**src/rtl/dsp48e_round_pkg.sv**
```systemverilog
// Shared widths of the DSP48E convergent-rounding MAC path and the signed saturation limits
// used by the round_result_collector receive stage.
package dsp48e_round_pkg;

    localparam int ROUND_W = 44;
    localparam int A_W     = 25;
    localparam int B_W     = 18;
    localparam int C_W     = 48;

    function automatic logic signed [63:0] sat_max(input int out_w);
        return (64'sd1 <<< (out_w - 1)) - 64'sd1;
    endfunction

    function automatic logic signed [63:0] sat_min(input int out_w);
        return -(64'sd1 <<< (out_w - 1));
    endfunction

endpackage

```
**src/rtl/round_result_collector_if.sv**
```systemverilog
// Handshake/status bundle between the DSP rounding path, the collector and downstream fabric.
// The slave modport is the collector itself.
interface round_result_collector_if
    import dsp48e_round_pkg::*;
#(
    parameter int IN_W  = ROUND_W,
    parameter int OUT_W = 16
);
    logic             in_valid;
    logic [IN_W-1:0]  round_in;
    logic             out_valid;
    logic             out_ready;
    logic [OUT_W-1:0] out_data;
    logic             out_sat;
    logic             almost_full;
    logic             overflow;
    logic [15:0]      sat_count;
    logic [15:0]      drop_count;

    modport master (
        output in_valid, round_in, out_ready,
        input  out_valid, out_data, out_sat, almost_full, overflow, sat_count, drop_count
    );

    modport slave (
        input  in_valid, round_in, out_ready,
        output out_valid, out_data, out_sat, almost_full, overflow, sat_count, drop_count
    );

endinterface

```
**src/rtl/round_sat_fifo.sv**
```systemverilog
// Synchronous FIFO for {sat, sample} words: occupancy count, registered almost-full flag
// and a drop strobe for writes that find the FIFO full with no simultaneous pop.
module round_sat_fifo #(
    parameter int W        = 17,
    parameter int DEPTH    = 8,
    parameter int AF_LEVEL = 6
) (
    input  logic         clk,
    input  logic         rst,
    input  logic         wr_en,
    input  logic [W-1:0] wr_data,
    input  logic         rd_ready,
    output logic         rd_valid,
    output logic [W-1:0] rd_data,
    output logic         almost_full,
    output logic         wr_drop
);
    localparam int PW = $clog2(DEPTH);
    localparam int CW = PW + 1;

    logic [W-1:0]  mem [DEPTH];
    logic [PW-1:0] wr_ptr;
    logic [PW-1:0] rd_ptr;
    logic [CW-1:0] count;
    logic [CW-1:0] count_next;
    logic          full;
    logic          pop;
    logic          push;

    assign rd_valid = (count != '0);
    assign full     = (count == CW'(DEPTH));
    assign pop      = rd_valid && rd_ready;
    // A full FIFO still accepts a write when the head leaves on the same edge.
    assign push     = wr_en && (!full || pop);
    assign wr_drop  = wr_en && full && !pop;
    assign rd_data  = rd_valid ? mem[rd_ptr] : '0;

    always_comb begin
        count_next = count;
        if (push && !pop) begin
            count_next = count + CW'(1);
        end else if (!push && pop) begin
            count_next = count - CW'(1);
        end
    end

    always_ff @(posedge clk) begin
        if (rst) begin
            wr_ptr      <= '0;
            rd_ptr      <= '0;
            count       <= '0;
            almost_full <= 1'b0;
        end else begin
            if (push) wr_ptr <= wr_ptr + PW'(1);
            if (pop)  rd_ptr <= rd_ptr + PW'(1);
            count       <= count_next;
            almost_full <= (count_next >= CW'(AF_LEVEL));
        end
    end

    always_ff @(posedge clk) begin
        if (push) mem[wr_ptr] <= wr_data;
    end

endmodule

```
**src/rtl/round_result_collector.sv**
```systemverilog
// Receive end of the DSP48E rounding MAC path: drop DROP LSBs, saturate to OUT_W, buffer in FIFO.
// Define ROUND_COLLECT_STATS_EN to enable the saturating SAT_COUNT/DROP_COUNT event counters.
module round_result_collector
    import dsp48e_round_pkg::*;
#(
    parameter int IN_W     = ROUND_W,
    parameter int DROP     = 4,
    parameter int OUT_W    = 16,
    parameter int DEPTH    = 8,
    parameter int AF_LEVEL = 6
) (
    input logic                     clk,
    input logic                     rst,
    round_result_collector_if.slave bus
);
    localparam logic signed [IN_W-1:0] SAT_HI  = IN_W'(sat_max(OUT_W));
    localparam logic signed [IN_W-1:0] SAT_LO  = IN_W'(sat_min(OUT_W));
    localparam logic [OUT_W-1:0]       OUT_MAX = OUT_W'(sat_max(OUT_W));
    localparam logic [OUT_W-1:0]       OUT_MIN = OUT_W'(sat_min(OUT_W));

    logic signed [IN_W-1:0] shifted;
    logic [OUT_W-1:0]       sat_data;
    logic                   sat_flag;
    logic                   stage_valid;
    logic [OUT_W-1:0]       stage_data;
    logic                   stage_sat;
    logic [OUT_W:0]         head;
    logic                   wr_drop;
    logic                   overflow;

    // Upstream already rounded at bit DROP, so a plain arithmetic shift is exact here.
    assign shifted = $signed(bus.round_in) >>> DROP;

    always_comb begin
        sat_data = shifted[OUT_W-1:0];
        sat_flag = 1'b0;
        if (shifted > SAT_HI) begin
            sat_data = OUT_MAX;
            sat_flag = 1'b1;
        end else if (shifted < SAT_LO) begin
            sat_data = OUT_MIN;
            sat_flag = 1'b1;
        end
    end

    always_ff @(posedge clk) begin
        if (rst) begin
            stage_valid <= 1'b0;
            stage_data  <= '0;
            stage_sat   <= 1'b0;
        end else begin
            stage_valid <= bus.in_valid;
            if (bus.in_valid) begin
                stage_data <= sat_data;
                stage_sat  <= sat_flag;
            end
        end
    end

    round_sat_fifo #(
        .W        (OUT_W + 1),
        .DEPTH    (DEPTH),
        .AF_LEVEL (AF_LEVEL)
    ) u_fifo (
        .clk         (clk),
        .rst         (rst),
        .wr_en       (stage_valid),
        .wr_data     ({stage_sat, stage_data}),
        .rd_ready    (bus.out_ready),
        .rd_valid    (bus.out_valid),
        .rd_data     (head),
        .almost_full (bus.almost_full),
        .wr_drop     (wr_drop)
    );

    assign bus.out_sat  = head[OUT_W];
    assign bus.out_data = head[OUT_W-1:0];

    always_ff @(posedge clk) begin
        if (rst) begin
            overflow <= 1'b0;
        end else if (wr_drop) begin
            overflow <= 1'b1;
        end
    end

    assign bus.overflow = overflow;

`ifdef ROUND_COLLECT_STATS_EN
    logic [15:0] sat_cnt;
    logic [15:0] drop_cnt;

    always_ff @(posedge clk) begin
        if (rst) begin
            sat_cnt  <= '0;
            drop_cnt <= '0;
        end else begin
            if (stage_valid && stage_sat && sat_cnt != 16'hFFFF) sat_cnt <= sat_cnt + 16'd1;
            if (wr_drop && drop_cnt != 16'hFFFF) drop_cnt <= drop_cnt + 16'd1;
        end
    end

    assign bus.sat_count  = sat_cnt;
    assign bus.drop_count = drop_cnt;
`else
    assign bus.sat_count  = '0;
    assign bus.drop_count = '0;
`endif

endmodule

```
**src/flat_wrapper.sv**
```systemverilog
// flat-port wrapper written by rule: the top's interface ports become plain ports
module round_result_collector_flat import dsp48e_round_pkg::*;
#(
    parameter int IN_W     = ROUND_W,
    parameter int DROP     = 4,
    parameter int OUT_W    = 16,
    parameter int DEPTH    = 8,
    parameter int AF_LEVEL = 6
)
  (clk, rst, bus_in_valid, bus_round_in, bus_out_ready, bus_out_valid, bus_out_data, bus_out_sat, bus_almost_full, bus_overflow, bus_sat_count, bus_drop_count);
  round_result_collector_if #(.IN_W(IN_W), .OUT_W(OUT_W)) bus_i ();
  input logic clk;
  input logic rst;
  input wire logic [$bits(bus_i.in_valid)-1:0] bus_in_valid;
  input wire logic [$bits(bus_i.round_in)-1:0] bus_round_in;
  input wire logic [$bits(bus_i.out_ready)-1:0] bus_out_ready;
  output wire logic [$bits(bus_i.out_valid)-1:0] bus_out_valid;
  output wire logic [$bits(bus_i.out_data)-1:0] bus_out_data;
  output wire logic [$bits(bus_i.out_sat)-1:0] bus_out_sat;
  output wire logic [$bits(bus_i.almost_full)-1:0] bus_almost_full;
  output wire logic [$bits(bus_i.overflow)-1:0] bus_overflow;
  output wire logic [$bits(bus_i.sat_count)-1:0] bus_sat_count;
  output wire logic [$bits(bus_i.drop_count)-1:0] bus_drop_count;
  assign bus_i.in_valid = bus_in_valid;
  assign bus_i.round_in = bus_round_in;
  assign bus_i.out_ready = bus_out_ready;
  assign bus_out_valid = bus_i.out_valid;
  assign bus_out_data = bus_i.out_data;
  assign bus_out_sat = bus_i.out_sat;
  assign bus_almost_full = bus_i.almost_full;
  assign bus_overflow = bus_i.overflow;
  assign bus_sat_count = bus_i.sat_count;
  assign bus_drop_count = bus_i.drop_count;
  round_result_collector #(.IN_W(IN_W), .DROP(DROP), .OUT_W(OUT_W), .DEPTH(DEPTH), .AF_LEVEL(AF_LEVEL)) u_core (.clk(clk), .rst(rst), .bus(bus_i));
endmodule
```
**config.mk**
```make
export PLATFORM = sky130hd
export DESIGN_NAME = round_result_collector_flat
export DESIGN_NICKNAME = d
export VERILOG_FILES = /design/src/rtl/dsp48e_round_pkg.sv /design/src/rtl/round_result_collector_if.sv /design/src/rtl/round_sat_fifo.sv /design/src/rtl/round_result_collector.sv /design/src/flat_wrapper.sv
export SDC_FILE = /design/constraint.sdc
export NUM_CORES = 1
export LEC_CHECK = 0
export BUFFER_PORTS_ARGS = -buffer_cell sky130_fd_sc_hd__clkbuf_2
export CAP_MARGIN = 20
export CORE_MARGIN = 2
export CORE_UTILIZATION = 38
export DETAILED_ROUTE_END_ITERATION = 7
export GPL_TIMING_DRIVEN = 0
export PLACE_DENSITY = 0.66
export SKIP_CTS_REPAIR_TIMING = 1
export SKIP_LAST_GASP = 1
export SLEW_MARGIN = 20
export SYNTH_ARGS = -nofsm -noshare
export SYNTH_HDL_FRONTEND = slang
export SYNTH_SLANG_ARGS = --single-unit
```
**constraint.sdc**
```tcl
create_clock -name clk -period 5.17 [get_ports clk]
set_clock_uncertainty 0.2 [all_clocks]
set_input_delay 0.2585 -clock clk [delete_from_list [all_inputs] [get_ports clk]]
set_output_delay 0.2585 -clock clk [all_outputs]
set_load 0.005 [all_outputs]
```
==> impl_metrics.py, run 1 <==
metrics = {
    "run_status": {
        "status": "finished with violations",
        "violations": "hold timing",
    },
    "grt": {
        "grt_max_degree": 17,
        "grt_pass1_vias": 4282,
        "grt_use_met1": 0.196,
        "met3_usage": 0.0385,
        "gr-max-usage-layer": "met2",
        "grt_pass1_wl_microns": 23300,
        "grt_use_total": 0.154,
        "grtUsageMet2": 0.265,
        "grt-ovfl-total": 0,
        "antenna_found_initial": 0,
    },
    "synth": {
        "yosys.area.top_type": "edfxtp_1",
        "synthTopCellsByArea": "edfxtp_1 (57%), mux4_2 (11%), dfxtp_1 (9.2%), buf_4 (3.7%), mux2i_1 (2.6%)",
        "seq_area_frac_synth": 0.661,
        "ys.flop_type": "edfxtp_1",
        "synth_mux_area_frac": 0.133,
        "yosysTopAreaCellShare": 0.569,
        "syn_area_per_cell_sq_um": 15.4,
        "synth_compound_area_frac": 0.0612,
        "synth_xor_area_frac": 0.00610,
        "async_flop_share": 0,
        "synthSimpleGateAreaFrac": 0.0683,
        "synth_top_family_by_area": "multiplexers",
        "synth_cells": 466,
        "synth_fa_ha_area_frac": 0.00872,
        "synth_edf_count": 136,
        "synth_area_sq_um": 7180,
        "synth_cell_type_count": 44,
        "synth_warnings": 0,
        "ys_seq_elements": 169,
    },
    "power_and_ir_drop": {
        "ir_worst_vdd_v": 0.000268,
        "power.density_nw_per_um2": 429,
        "finalPower_mw": 3.71,
        "leakage_nw": 3.15,
    },
    "detailed_routing": {
        "routed_wirelength_microns": 14600,
        "drc": 0,
        "ant_nets": 0,
        "drt_iter0_markers": 353,
        "num_vias": 4159,
        "first_pass_iters": 4,
        "wire_per_inst_microns": 17.4,
        "vias_per_cell": 4.95,
    },
    "job": {
        "max_cap_violations": 0,
    },
    "final_layout": {
        "drive_above_1_share": 0.338,
        "layout_common_cells": "edfxtp_1 (136), clkbuf_2 (62), nor2_1 (46)",
        "final_common_cell": "edfxtp_1",
        "syn2layout_area_growth_pct": 20.6,
        "fin_nets": 646,
        "fin_util": 0.464,
        "n_antenna_cell": 0,
    },
    "cts": {
        "cts_buffer_depth": 2,
        "clk_latency_ns": 0.41,
        "cts_tree": "yes",
        "clock-sinks": 169,
        "root_buffer": "clkbuf_16",
        "path_clk_slew_ns": 0.06,
        "cts_max_level": 4,
        "cts_buffers": 17,
    },
    "sta": {
        "timing.setup.tns_ns": 0,
        "setup_viol": 0,
        "finalCriticalPeriod_ns": 2.95,
        "timing.final.crit_share": 0.571,
        "slew_violations": 0,
        "grt_setup_unrepaired": "false",
        "hold_slack_ns": -0.00345,
        "max-slew-margin-rel": 0.509,
        "finalHoldViolCount": 1,
        "worst_pin_slew_ns": 0.737,
        "timing.fmax_mhz": 339,
        "worst_slack_ns": 2.22,
    },
    "worst_setup_path": {
        "path_class": "reg -> out",
        "crit_start": "u_core.u_fifo.count[0]",
        "arrival_ns": 2.49,
        "end_kind": "output pin",
        "required_ns": 4.71,
        "worstReg2RegStart": "u_core.u_fifo.count[0]",
        "endpoint": "bus_out_data[12]",
        "worstRegToRegCells": 7,
        "timing.rr.end": "u_core.u_fifo.mem[6][6]",
        "cp_max_fo": 10,
        "critPathLaunchType": "flip-flop",
        "regToRegSetupSlack_ns": 2.39,
    },
    "floorplanning": {
        "chipHeight_microns": 141,
        "num_io_pins": 100,
        "rows": 50,
        "coreArea_sq_um": 18600,
        "dieArea_sq_um": 20000,
        "die_w_microns": 141,
        "start_util": 0.385,
    },
    "place": {
        "dp_hpwl_microns": 10400,
        "gp_congestion": 0.793,
        "dp_slack_ns": 2.37,
        "io_buffers": 61,
    },
    "worst_hold_path": {
        "hold_path_class": "in -> reg",
        "worstHoldPathCells": 3,
    },
}
kinds of logic after synthesis:
| group | after synthesis |
|---|---|
| adders and majority gates | 5 |
| other | 1 |
| AOI/OAI and AO/OA | 60 |
| muxes | 53 |
| and+or+nand+nor | 97 |
| xor gates and xnor gates | 5 |
| buffers and inverters | 76 |
| DFF | 169 |
stage by stage:
stage	instance area (sq um)	std cells
after global routing	8650	840
final	8650	840
after floorplan	7290	497
after CTS	8630	838
after detailed placement	8040	806
after global placement	7890	792
worst min-delay path by stage:
stage,start,to
floorplan,rst,u_core.u_fifo.count[1]
global placement,u_core.bus.overflow,u_core.bus.overflow
detailed placement,u_core.bus.overflow,u_core.bus.overflow
CTS,rst,u_core.u_fifo.count[1]
global route,bus_round_in[9],u_core.stage_data[5]
finish,bus_round_in[8],u_core.stage_data[4]
state kept, by name, indices dropped and copies added (netlist names), named ones only:
name	flops
u_core.u_fifo.mem	136
u_core.stage_data	16
u_core.u_fifo.count	4
u_core.u_fifo.rd_ptr	3
u_core.u_fifo.wr_ptr	3
u_core.bus.overflow	1
u_core.stage_sat	1
u_core.stage_valid	1
u_core.u_fifo.almost_full	1
layout make-up:
cell class                 count  area (sq um)
clock buffer                  17           425
timing repair buffer          77           443
inverter                      20          75.1
buffer                        56           363
fill                        1597          9990
sequential                   169          4740
tap                          234           293
clock inverter                15           164
multi-input combinational    252          2150
layer usage:
layer | up-vias | share of wire | wire [microns]
li1 | 1973 | - | -
met1 | 2033 | 0.41 | 6010
met2 | 145 | 0.51 | 7410
met3 | 8 | 0.075 | 1100
met4 | 0 | 0.0065 | 95
met5 | - | 0 | 0
where the power goes:
group / internal, mW / leakage [nW] / switching, mW / total, mW
Clock: 0.723 / 0.291 / 0.527 / 1.25
Sequential: 1.53 / 1.52 / 0.0566 / 1.59
Combinational: 0.411 / 1.34 / 0.462 / 0.874
worst max-delay path, stage by stage (launching register included):
cell,delay (ns)
dfxtp_1,0.34
inv_1,0.12
ha_1,0.23
nor3b_2,0.30
buf_2,0.32
clkbuf_1,0.51
nor2_1,0.12
clkbuf_2,0.14
cell usage after synthesis (8+ instances only):
| cell | number |
|---|---|
| a211oi_2 | 9 |
| a31oi_1 | 15 |
| buf_4 | 35 |
| clkbuf_1 | 9 |
| dfxtp_1 | 33 |
| edfxtp_1 | 136 |
| inv_1 | 18 |
| mux2i_1 | 19 |
| mux4_2 | 34 |
| nor2_1 | 49 |
| nor3_1 | 8 |
| o21ai_0 | 16 |
Note: power is estimated with default switching activity, not from simulation.
==> inputs of run 2 (changes only) <==
==> constraint.sdc (replaced) <==
create_clock -name clk -period 3 [get_ports clk]
set_clock_uncertainty 0.2 [all_clocks]
set_input_delay 0.15 -clock clk [delete_from_list [all_inputs] [get_ports clk]]
set_output_delay 0.15 -clock clk [all_outputs]
set_load 0.005 [all_outputs]
==> impl_metrics.py, run 2 (synthesis results as in run 1) <==
metrics = {
    "worst_setup_path": {
        "cp_max_fo": 10,
        "timing.rr.end": "u_core.u_fifo.mem[0][1]",
        "worstRegToRegCells": 6,
        "worstReg2RegStart": "u_core.u_fifo.count[0]",
        "path_class": "reg -> out",
        "end_kind": "output pin",
        "regToRegSetupSlack_ns": 0.30,
        "required_ns": 2.65,
        "critPathLaunchType": "flip-flop",
        "arrival_ns": 2.37,
    },
    "final_layout": {
        "n_antenna_cell": 0,
        "largestRegisters": "u_core.u_fifo.mem: 136 flops, u_core.stage_data: 16 flops, u_core.u_fifo.count: 4 flops",
        "layoutNonFillerInstCount": 851,
        "final_common_cell": "edfxtp_1",
        "fin_nets": 657,
        "largest_reg_flops": 136,
        "fin_util": 0.472,
        "multiInputGateArea_sq_um": 2160,
        "drive_above_1_share": 0.324,
        "largest_register": "u_core.u_fifo.mem",
        "layout_common_cells": "edfxtp_1 (136), clkbuf_2 (63), nor2_1 (46)",
        "fillers": 1609,
        "syn2layout_area_growth_pct": 22.7,
        "layout.area.seq_sq_um": 4740,
    },
    "place": {
        "dp_hpwl_microns": 10500,
        "gp_congestion": 0.800,
        "io_buffers": 61,
        "dp.cells": 803,
    },
    "sta": {
        "max-slew-margin-rel": 0.475,
        "grt_setup_unrepaired": "false",
        "setup_viol": 0,
        "finalHoldViolCount": 0,
        "timing.fmax_mhz": 367,
        "finalCriticalPeriod_ns": 2.72,
        "timing.final.crit_share": 0.907,
        "hold_slack_ns": 0.0441,
        "worst_pin_slew_ns": 0.788,
        "slew_violations": 0,
    },
    "grt": {
        "antenna_found_initial": 0,
        "grt_max_degree": 17,
        "grt_use_total": 0.156,
        "grt_pass1_vias": 4388,
        "grt_pass1_wl_microns": 23600,
        "grt-ovfl-total": 0,
    },
    "floorplanning": {
        "chipHeight_microns": 141,
        "rows": 50,
        "die_w_microns": 141,
        "start_util": 0.385,
        "dieArea_sq_um": 20000,
        "coreArea_sq_um": 18600,
        "num_io_pins": 100,
    },
    "cts": {
        "cts_tree": "yes",
        "clk_latency_ns": 0.42,
        "root_buffer": "clkbuf_16",
        "path_clk_slew_ns": 0.06,
        "clock-sinks": 169,
        "cts_buffers": 17,
        "cts_buffer_depth": 2,
        "cts_max_level": 4,
    },
    "detailed_routing": {
        "vias_per_cell": 5.04,
        "drt_iter0_markers": 285,
        "ant_nets": 0,
        "num_vias": 4292,
        "routed_wirelength_microns": 15000,
        "wire_per_inst_microns": 17.6,
        "first_pass_iters": 5,
        "drc": 0,
    },
    "worst_hold_path": {
        "hold_path.startpoint": "bus_round_in[29]",
        "hold_path_class": "in -> reg",
        "hold-path-endpoint": "u_core.stage_sat",
        "worstHoldPathCells": 5,
    },
    "power_and_ir_drop": {
        "leakage_nw": 3.17,
        "power.density_nw_per_um2": 725,
        "ir_worst_vdd_v": 0.000432,
        "finalPower_mw": 6.39,
    },
    "job": {
        "max_cap_violations": 0,
    },
    "run_status": {
        "status": "complete, no violations",
    },
}
[run 2: changes by cell type in the layout (fill, tap and decap cells not counted), sizes merged]
cell | before | now
buf | 60 | 57
clkbuf | 88 | 89
clkinv | 6 | 7
clkinvlp | 1 | 4
dlygate4sd3 | 2 | 16
inv | 26 | 21
[run 2: routing by layer]
| layer | GRT usage | share of wire | vias up |
|---|---|---|---|
| met1 | 0.202 | 0.43 | 2099 |
| met5 | 0 | 0 | - |
| li1 | - | - | 2002 |
| met4 | 0.0542 | 0.021 | 0 |
| met3 | 0.0385 | 0.062 | 26 |
| met2 | 0.258 | 0.49 | 165 |
[run 2: stage by stage]
stage,TNS [ns],cell area [sq um],setup slack [ns]
after floorplan,0,7310,0.0778
final,0,8810,0.278
after CTS,0,8650,0.0751
after global routing,0,8810,0.149
after global placement,-77.84,7900,-1.06
after detailed placement,0,8070,0.309
[run 2: how the worst max path moves through the flow]
stage | startpoint | to | slack (ns) | cells past startpoint
detailed placement | u_core.u_fifo.count[0] | u_core.u_fifo.mem[0][8] | 0.31 | 6
global placement | u_core.u_fifo.count[0] | u_core.u_fifo.mem[1][6] | -1.06 | 5
global route | u_core.u_fifo.count[0] | bus_out_data[14] | 0.15 | 7
finish | flip-flop | bus_out_data[12] | 0.28 | 6
floorplan | u_core.u_fifo.count[0] | u_core.u_fifo.mem[2][0] | 0.08 | 5
CTS | u_core.u_fifo.count[0] | bus_out_data[14] | 0.08 | 7
[run 2: critical path: stages, from the launching register on]
cell	delay (ns)
dfxtp_1	0.30
clkbuf_2	0.21
buf_1	0.63
mux4_2	0.41
mux2i_1	0.22
nor2_1	0.07
clkbuf_2	0.12
[run 2: cell type report]
type | count | share of cell area
sequential | 169 | 0.539
multi-input combinational | 252 | 0.245
timing repair buffer | 88 | 0.0671
clock buffer | 18 | 0.0487
buffer | 56 | 0.0413
tap | 234 | 0.0332
clock inverter | 14 | 0.0170
inverter | 20 | 0.00852
[run 2: where the power goes]
group	internal [mW]	leakage, nW	switching, mW
sequential	2.64	1.52	0.0995
combinational	0.724	1.39	0.815
clock	1.23	0.268	0.878
total	4.59	3.17	1.79
